`config.mk`:
```
export PLATFORM = sky130hd
export DESIGN_NAME = riscv_irq_scheduler
export DESIGN_NICKNAME = d
export VERILOG_FILES = /design/src/rtl/riscv_irq_scheduler.sv
export SDC_FILE = /design/constraint.sdc
export NUM_CORES = 1
export LEC_CHECK = 0
export ABC_AREA = 1
export BUFFER_PORTS_ARGS = -buffer_cell sky130_fd_sc_hd__clkbuf_2
export CAP_MARGIN = 30
export CORE_MARGIN = 10
export CORE_UTILIZATION = 35
export CTS_CLUSTER_DIAMETER = 150
export DETAILED_ROUTE_END_ITERATION = 8
export PLACE_DENSITY = 0.72
export SYNTH_ARGS = -nofsm -noshare
export SYNTH_HDL_FRONTEND = slang
export SYNTH_SLANG_ARGS = --single-unit
```
`constraint.sdc`:
```
create_clock -name clk -period 2.9 [get_ports clk]
set_clock_uncertainty 0.05 [all_clocks]
set_input_delay 0.58 -clock clk [delete_from_list [all_inputs] [get_ports clk]]
set_output_delay 0.58 -clock clk [all_outputs]
set_load 0.01 [all_outputs]
```
`src/rtl/riscv_irq_scheduler.sv`:
```
// riscv_irq_scheduler: interrupt front-end for the core.
// Latches level/edge interrupt sources and applies the CSR mask. It presents
// one interrupt at a time, chosen by fixed priority (lowest index wins), as a
// one-hot line. It then blocks further delivery until the handler returns.
//
// Ports:
//   clk           core clock
//   rst           asynchronous active-high reset
//   irq_src_i     raw interrupt sources (synchronous to clk)
//   irq_mask_i    per-source enable from CSR (1 = enabled)
//   irq_enable_i  global interrupt enable from CSR
//   irq_taken_i   exception controller accepted the presented interrupt
//   eret_i        handler return executed
//   irq_o         one-hot interrupt line to the exception controller
//   irq_id_o      index of the presented / in-service interrupt
//   busy_o        an interrupt is in service
//   pending_o     pending register for CSR readback
module riscv_irq_scheduler #(
  parameter int unsigned N_IRQ     = 32,
  parameter logic [31:0] EDGE_MASK = 32'h0000_0000
) (
  input  logic             clk,
  input  logic             rst,
  input  logic [N_IRQ-1:0] irq_src_i,
  input  logic [N_IRQ-1:0] irq_mask_i,
  input  logic             irq_enable_i,
  input  logic             irq_taken_i,
  input  logic             eret_i,
  output logic [31:0]      irq_o,
  output logic [4:0]       irq_id_o,
  output logic             busy_o,
  output logic [N_IRQ-1:0] pending_o
);

  localparam int unsigned ID_W = 5;

  typedef enum logic [1:0] {
    IDLE       = 2'd0,
    PRESENT    = 2'd1,
    IN_SERVICE = 2'd2
  } state_t;

  state_t           state_q, state_d;
  logic [N_IRQ-1:0] pending_q, pending_d;
  logic [N_IRQ-1:0] src_q;
  logic [N_IRQ-1:0] cand;
  logic [ID_W-1:0]  sel_id_q, sel_id_d;
  logic [ID_W-1:0]  low_id;
  logic             found;
  logic             take_clr;
  logic [31:0]      irq_d;
  logic             busy_d;

  assign cand = pending_q & irq_mask_i;

  // Fixed-priority pick: scan downward so the lowest set index is kept last.
  always_comb begin
    low_id = '0;
    found  = 1'b0;
    for (int i = int'(N_IRQ) - 1; i >= 0; i--) begin
      if (cand[i]) begin
        low_id = ID_W'(i);
        found  = 1'b1;
      end
    end
  end

  // Next-state and registered-output values.
  always_comb begin
    state_d  = state_q;
    sel_id_d = sel_id_q;
    take_clr = 1'b0;
    case (state_q)
      IDLE: begin
        if (irq_enable_i && found) begin
          sel_id_d = low_id;
          state_d  = PRESENT;
        end
      end
      PRESENT: begin
        // The line is never withdrawn once presented, only taken.
        if (irq_taken_i) begin
          take_clr = 1'b1;
          state_d  = IN_SERVICE;
        end
      end
      IN_SERVICE: begin
        if (eret_i) state_d = IDLE;
      end
      default: state_d = IDLE;
    endcase
    irq_d  = (state_d == PRESENT) ? (32'd1 << sel_id_d) : 32'd0;
    busy_d = (state_d == IN_SERVICE);
  end

  // Pending update: level bits follow the source. An edge bit sets on a
  // rising edge and clears only on take; a new edge in the take cycle wins.
  always_comb begin
    pending_d = pending_q;
    for (int i = 0; i < int'(N_IRQ); i++) begin
      if (EDGE_MASK[i]) begin
        pending_d[i] = (irq_src_i[i] & ~src_q[i]) |
                       (pending_q[i] & ~(take_clr && (sel_id_q == ID_W'(i))));
      end else begin
        pending_d[i] = irq_src_i[i];
      end
    end
  end

  // State and output registers.
  always_ff @(posedge clk or posedge rst) begin
    if (rst) begin
      state_q   <= IDLE;
      sel_id_q  <= '0;
      pending_q <= '0;
      src_q     <= '0;
      irq_o     <= '0;
      busy_o    <= 1'b0;
    end else begin
      state_q   <= state_d;
      sel_id_q  <= sel_id_d;
      pending_q <= pending_d;
      src_q     <= irq_src_i;
      irq_o     <= irq_d;
      busy_o    <= busy_d;
    end
  end

  assign irq_id_o  = sel_id_q;
  assign pending_o = pending_q;

endmodule

```
==> results by group, run 1 <==
Drt
  – Drt via density: 4.50
  – DRT iter0 DRCs: 52
  – Routed WL: 8.19 mm
  – Met2 WL: about 4 mm
  – WL met3: 775 µm
  – DRC Markers: 0
  – Top Metal Used: met4
  – Wire per inst: 15.6 µm
  – First-pass iteration count of the detailed router: 4
  – Met1 Wirelength: 3.14 mm
  – DR vias: 2363
  – Final ANT Viol Nets: 0

Yosys
  – Main synth FF type: dfrtp_1
  – Top cell type by total area after synthesis: dfrtp_1
  – Avg Cell Area, Syn: roughly 10 µm²
  – Mapped Nets: 332
  – Synth warn: 0
  – Post-synth EDFFs: 0
  – Post-synth cell types: 28
  – Synth top area share: roughly two thirds
  – Synth Register Bits: 72
  – Sequential fraction of the synthesis area: around 66%
  – Count of mapped cells out of synthesis: approximately 260
  – Synth Cell Area: 2740 µm²
  – Top cells by area, synth: dfrtp_1, nand2_1, nor2_1
  – Post-synth ARST share: 100%

Timing
  – RSZ-0062 raised after global routing: true
  – Worst hold slack: 0.284 ns
  – Slew @ Worst Pin: 0.785 ns
  – Final setup viols: 0
  – Max-Slew Margin vs Limit: roughly 48%
  – Min cycle time layout: 2.55 ns
  – Hold Vio Cnt, Final: 0
  – TNS Setup: 0 ns
  – Fmax: slightly below 0.4 GHz
  – Crit share post-route: 88.0%
  – Final slew viol count: 0

Worst setup path
  – WS Path Type: reg -> reg
  – Slowest cell on crit path: dfrtp_1
  – Startpoint class of the critical path: flop
  – Worst endpoint required time: about 3.1 ns
  – Cell mode on critical path: nand2_1
  – Data arrival time of the critical path: 2.77 ns
  – WP buf/inv: 0
  – R2R setup slack: between 0.3 and 0.4 ns
  – Stages on worst setup path: 35
  – Crit. End Element: flop
  – Critical path's largest stage delay: 0.40 ns
  – R2R cell count: 35
  – R2r startpoint: pending_o[30]
  – Top delay family on crit path: simple AND/OR/NAND/NOR gates
  – Crit-path max FO: 9
  – Worst Setup SP: pending_o[30]
  – R2r endpoint: irq_o[3]

Cells and area
  – Final nets: between 400 and 500
  – Share of cells above drive strength 1: 44.9%
  – P&R area growth vs syn: 40.8%
  – Most used cells in the layout excluding fill and tap cells: clkbuf_2, nand2_1, dfrtp_1
  – N_diodes: 0
  – Commonest non-fill, non-tap cell in the layout: clkbuf_2

CTS
  – Clock sink count: 72
  – Longest Clk Path Bufs: 2
  – Worst-path clk slew: 0.07 ns
  – Root Buffer: clkbuf_8
  – H-tree levels: 3
  – TritonCTS buffer count: 9
  – Latest clock arrival within the worst-skew pair: 0.35 ns
  – CTS tree: done

GRT
  – Vias in the first global route: 2592
  – GRT overflow: 0
  – Initial antenna violation count: 0
  – GRT Overall Usage: 14.2%
  – Largest net degree at the start of global routing: 38
  – First-pass GRT wire length: 12.9 mm

Worst hold path
  – Hold Path End: pending_o[22]
  – Hold_sp: irq_src_i[22]
  – Hold Path Depth: 1
  – Hold crit path type: in -> reg

Power
  – IR drop worst, VDD: 339 µV
  – Leak: 2.16 nW
  – Pwr dens: between 700 and 800 nW/µm²

Die
  – Die Wd: around 110 µm
  – Die height: 108 µm
  – DIE AREA: 11800 µm²
  – Initial core utilization: between 30% and 40%
  – Rows: 32
  – I/O pin cnt: 139
  – Core area: 7650 µm²

Placed design
  – Port Buffer Count: roughly 140
  – DP HPWL: roughly 6.6 mm
  – Placer Congestion: 0.842

Job
  – Max_cap viols: 0

Status
  – Status: completed
-- power breakdown --
| group | total, W | switching, W | internal, W |
|---|---|---|---|
| clock | 0.000811 | 0.000351 | 0.000460 |
| sequential | 0.00118 | 0.0000564 | 0.00112 |
| combinational | 0.000912 | 0.000597 | 0.000315 |
-- metal layers --
metal | vias to the layer above | global-route usage [%]
li1 | 1160 | -
met1 | 1089 | 15.3
met2 | 94 | 23.5
met3 | 20 | 5.53
met4 | 0 | 7.91
met5 | - | 0
-- cell families after synthesis --
family	after synthesis	share of synthesized area [%]
flip-flops	72	65.8
AO/OA/AOI/OAI	13	3.38
buffers and inverters	17	2.42
AND/OR/NAND/NOR	161	28.3
-- cells in the mapped netlist, drive strengths merged, types with 2 or more instances --
cell type / count
nand2: 94
dfrtp: 72
nor2: 35
nor3: 16
inv: 13
nand4: 12
o21ai: 3
o22ai: 3
buf: 2
clkbuf: 2
-- state kept, by name (all words and copies together) (netlist names) --
register and count:
busy_o 1, irq_id_o 5, irq_o 32, pending_o 32
state_q 2
-- how the worst max path moves through the flow --
stage	endpoint	slack, ns
6_report	irq_o[3]	0.35
5_1_grt	irq_o[3]	-0.05
4_1_cts	irq_o[12]	0.34
3_5_place_dp	irq_o[12]	0.08
3_3_place_gp	irq_o[22]	0.09
2_1_floorplan	irq_o[12]	0.42
-- repair_timing --
action                     in CTS  in global routing
resized for setup               0                  3
buffers inserted                0                  3
hold buffers                    0                  0
setup endpoints to repair       0                 17
-- through the flow --
step	instance area, µm²	total power [W]	setup slack (ns)	util (%)	cells
final	3850	0.00290	0.348	50.4	525
after global routing	3850	0.00308	-0.0505	50.4	525
after CTS	3810	0.00291	0.340	49.9	522
after detailed placement	3610	0.00209	0.0794	47.2	507
after global placement	3610	0.00206	0.0921	47.2	507
after floorplan	2740	0.00173	0.416	-	263
-- cell type report --
cell class | count | area [µm²]
repair buffers | 149 | 786
fillers | 734 | 3790
clock inverters | 3 | 40.0
clock buffers | 12 | 165
flip-flops and latches | 72 | 1800
well taps | 102 | 128
inverters | 13 | 48.8
multi-input cells | 174 | 885
Note: power is estimated with default switching activity, not from simulation.
==> run 2, diff against run 1 <==
==> constraint.sdc (replaced) <==
create_clock -name clk -period 2.9 [get_ports clk]
set_clock_uncertainty 0.05 [all_clocks]
set_input_delay 0.145 -clock clk [delete_from_list [all_inputs] [get_ports clk]]
set_output_delay 0.145 -clock clk [all_outputs]
set_load 0.01 [all_outputs]
==> run 2 against run 1 <==
Worst setup slack worse by 0.12 ns. Non-clock buffer count is 28 higher. Final cell count is 5.3% higher. Via count is 3.0% higher. Largest power group unchanged. Flip-flop and latch count stayed put. Utilization is 3.9 points higher. Combinational power is 2.5% higher. Global-route usage is 0.66 points higher. Critical path type unchanged. Critical path depth stayed put. Register-to-register slack worse by 0.12 ns.
==> results by group, run 2 (synthesis gave the netlist of run 1 again) <==
Drt
  – First-pass iteration count of the detailed router: 4 (unchanged)
  – Wire per inst: 15.6 µm (about the same)
  – DRT iter0 DRCs: 88 (+69%)
  – DRC Markers: 0 (unchanged)
  – Final ANT Viol Nets: 0 (unchanged)
  – Drt via density: 4.40 (-2.3%)
  – Routed WL: 8.63 mm (+5.3%)
  – DR vias: 2433 (+3.0%)

CTS
  – Clock sink count: 72 (unchanged)
  – TritonCTS buffer count: 9 (unchanged)
  – H-tree levels: 3 (unchanged)
  – Root Buffer: clkbuf_8
  – Worst-path clk slew: 0.07 ns (about the same)
  – Latest clock arrival within the worst-skew pair: 0.34 ns (about the same)
  – Longest Clk Path Bufs: 2 (unchanged)
  – CTS tree: done

Worst setup path
  – Startpoint class of the critical path: flop
  – Worst Setup SP: pending_o[31]
  – Worst Setup EP: irq_o[16]
  – WS Path Type: reg -> reg
  – R2R cell count: 35 (unchanged)
  – Slowest cell on crit path: dfrtp_1
  – R2r endpoint: irq_o[16]
  – Worst endpoint required time: 3.10 ns (-0.02 ns)
  – Data arrival time of the critical path: 2.87 ns (+0.10 ns)
  – R2r startpoint: pending_o[31]
  – R2R setup slack: 0.23 ns (-0.12 ns)
  – Crit. End Element: flop
  – Critical path's largest stage delay: 0.38 ns (-0.02 ns)
  – Crit-path max FO: 5 (-4)
  – Cell mode on critical path: nand2_1

Power
  – Gate power share: 32.4% (+0.9 points)
  – Leak: 2.26 nW (+4.7%)
  – IR drop worst, VDD: 340 µV (+0.54%)
  – Sequential power share: 41.0% (+0.4 points)
  – Psw: 0.00104 W (+3.1%)
  – Pwr dens: 694 nW/µm² (-7.7%)
  – Switching share of power: 35.9% (+1.2 points)
  – Internal cell power: 0.00185 W (-2.4%)
  – Clock Power Share: 26.6% (-1.4 points)

Timing
  – Slew @ Worst Pin: 0.779 ns (-0.00568 ns)
  – Final setup viols: 0 (unchanged)
  – Crit share post-route: 92.0% (+4.0 points)
  – Max-Slew Margin vs Limit: 48.0% (+0.38 points)
  – Min cycle time layout: 2.67 ns (+0.117 ns)
  – Final slew viol count: 0 (unchanged)
  – Fmax: 0.375 GHz (-4.4%)
  – Hold Vio Cnt, Final: 0 (unchanged)
  – RSZ-0062 raised after global routing: true

Cells and area
  – Most used cells in the layout excluding fill and tap cells: clkbuf_2, nand2_1, dfrtp_1
  – Share of cells above drive strength 1: 41.7% (-3.2 points)
  – N_diodes: 0 (unchanged)
  – Commonest non-fill, non-tap cell in the layout: clkbuf_2
  – Post-route non-filler standard cell count: 553 (+5.3%)
  – Final nets: 516 (+5.7%)
  – P&R area growth vs syn: 51.9%
  – Fin area: 4160 µm² (+7.8%)

Placed design
  – Port Buffer Count: 138 (unchanged)
  – Inst Count DP: 504 (-0.59%)
  – Placer Congestion: 0.821 (-2.4%)
  – DP Area: 3590 µm² (-0.62%)
  – DP HPWL: 6.50 mm (-2.2%)

GRT
  – Busiest grt layer: met2
  – Largest net degree at the start of global routing: 38 (unchanged)
  – Vias in the first global route: 2655 (+2.4%)
  – First-pass GRT wire length: 13.4 mm (+4.5%)
  – Met1 GRT Util: 16.1% (+0.85 points)
  – Initial antenna violation count: 0 (unchanged)
  – Grt met2 use: 25.3% (+1.8 points)
  – Met3 usage: 6.01% (+0.48 points)
  – GRT Overall Usage: 14.8% (+0.66 points)
  – GRT overflow: 0 (unchanged)

Worst hold path
  – Hold Path Depth: 3 (+2)
  – Hold crit path type: in -> reg

Die
  – Die height: 108 µm (unchanged)
  – DIE AREA: 11800 µm² (unchanged)
  – Core area: 7650 µm² (unchanged)
  – Rows: 32 (unchanged)
  – Die Wd: 108 µm (unchanged)
  – Initial core utilization: 35.8% (unchanged)
  – I/O pin cnt: 139 (unchanged)

Job
  – Max_cap viols: 0 (unchanged)

Status
  – Status: completed
[run 2: cell types whose count changed in the layout (fill, tap and decap cells not counted), sizes merged]
cell / previous run / this run
clkinvlp: 0 / 1
dlygate4sd3: 0 / 34
clkinv: 2 / 1
buf: 11 / 5
[run 2: worst max-delay path: cells and delay by family, from the launching register on]
family | cells | cell delay, ns
buf+inv | 1 | 0.04
flops | 1 | 0.38
simple gates | 34 | 2.11
[run 2: how the worst min path moves through the flow]
stage | startpoint | end | slack [ns]
after global placement | irq_src_i[5] | pending_o[5] | 0.20
after global routing | irq_taken_i | state_q[1] | 0.04
after floorplan | irq_src_i[0] | pending_o[0] | 0.13
after CTS | irq_taken_i | state_q[1] | 0.03
after detailed placement | irq_src_i[11] | pending_o[11] | 0.20
final | irq_taken_i | state_q[1] | 0.05
[run 2: power by group through the flow]
stage | clock network (W) | registers [W] | logic (W)
2_1_floorplan | 0 | 0.00124 | 0.000490
3_3_place_gp | 0 | 0.00119 | 0.000850
3_5_place_dp | 0 | 0.00120 | 0.000869
4_1_cts | 0.000796 | 0.00118 | 0.000909
5_1_grt | 0.000844 | 0.00119 | 0.00104
6_report | 0.000768 | 0.00118 | 0.000935
[run 2: routing by layer]
| layer | part of all wire [%] | vias up |
|---|---|---|
| met1 | 39 | 1122 |
| li1 | - | 1217 |
| met5 | 0 | - |
| met2 | 51 | 81 |
| met4 | 1.9 | 0 |
| met3 | 8.8 | 13 |
[run 2: through the flow]
stage	util [%]	total power (W)	setup TNS, ns	hold slack (ns)	setup WS [ns]
finish	54.3	0.00288	0	0.0500	0.231
global route	54.3	0.00308	-1.36	0.0423	-0.103
CTS	53.8	0.00288	0	0.0277	0.259
detailed placement	46.9	0.00206	0	0.205	0.296
global placement	46.9	0.00204	0	0.203	0.323
floorplan	-	0.00173	0	0.126	0.569
[run 2: area by class of cell]
class                           instances  area [µm²]
Fill cell                             701        3490
Sequential cell                        72        1800
Timing Repair Buffer                  177        1080
Multi-Input combinational cell        174         908
Clock buffer                           12         145
Tap cell                              102         128
Inverter                               13        48.8
Clock inverter                          3        42.5
[run 2: repair_timing]
action / in CTS / in global routing
hold buffers: 34 / 0
setup buffers: 0 / 0
hold endpoints to repair: 70 / 0
gates resized for setup: 0 / 8
endpoints found under the setup margin: 0 / 25
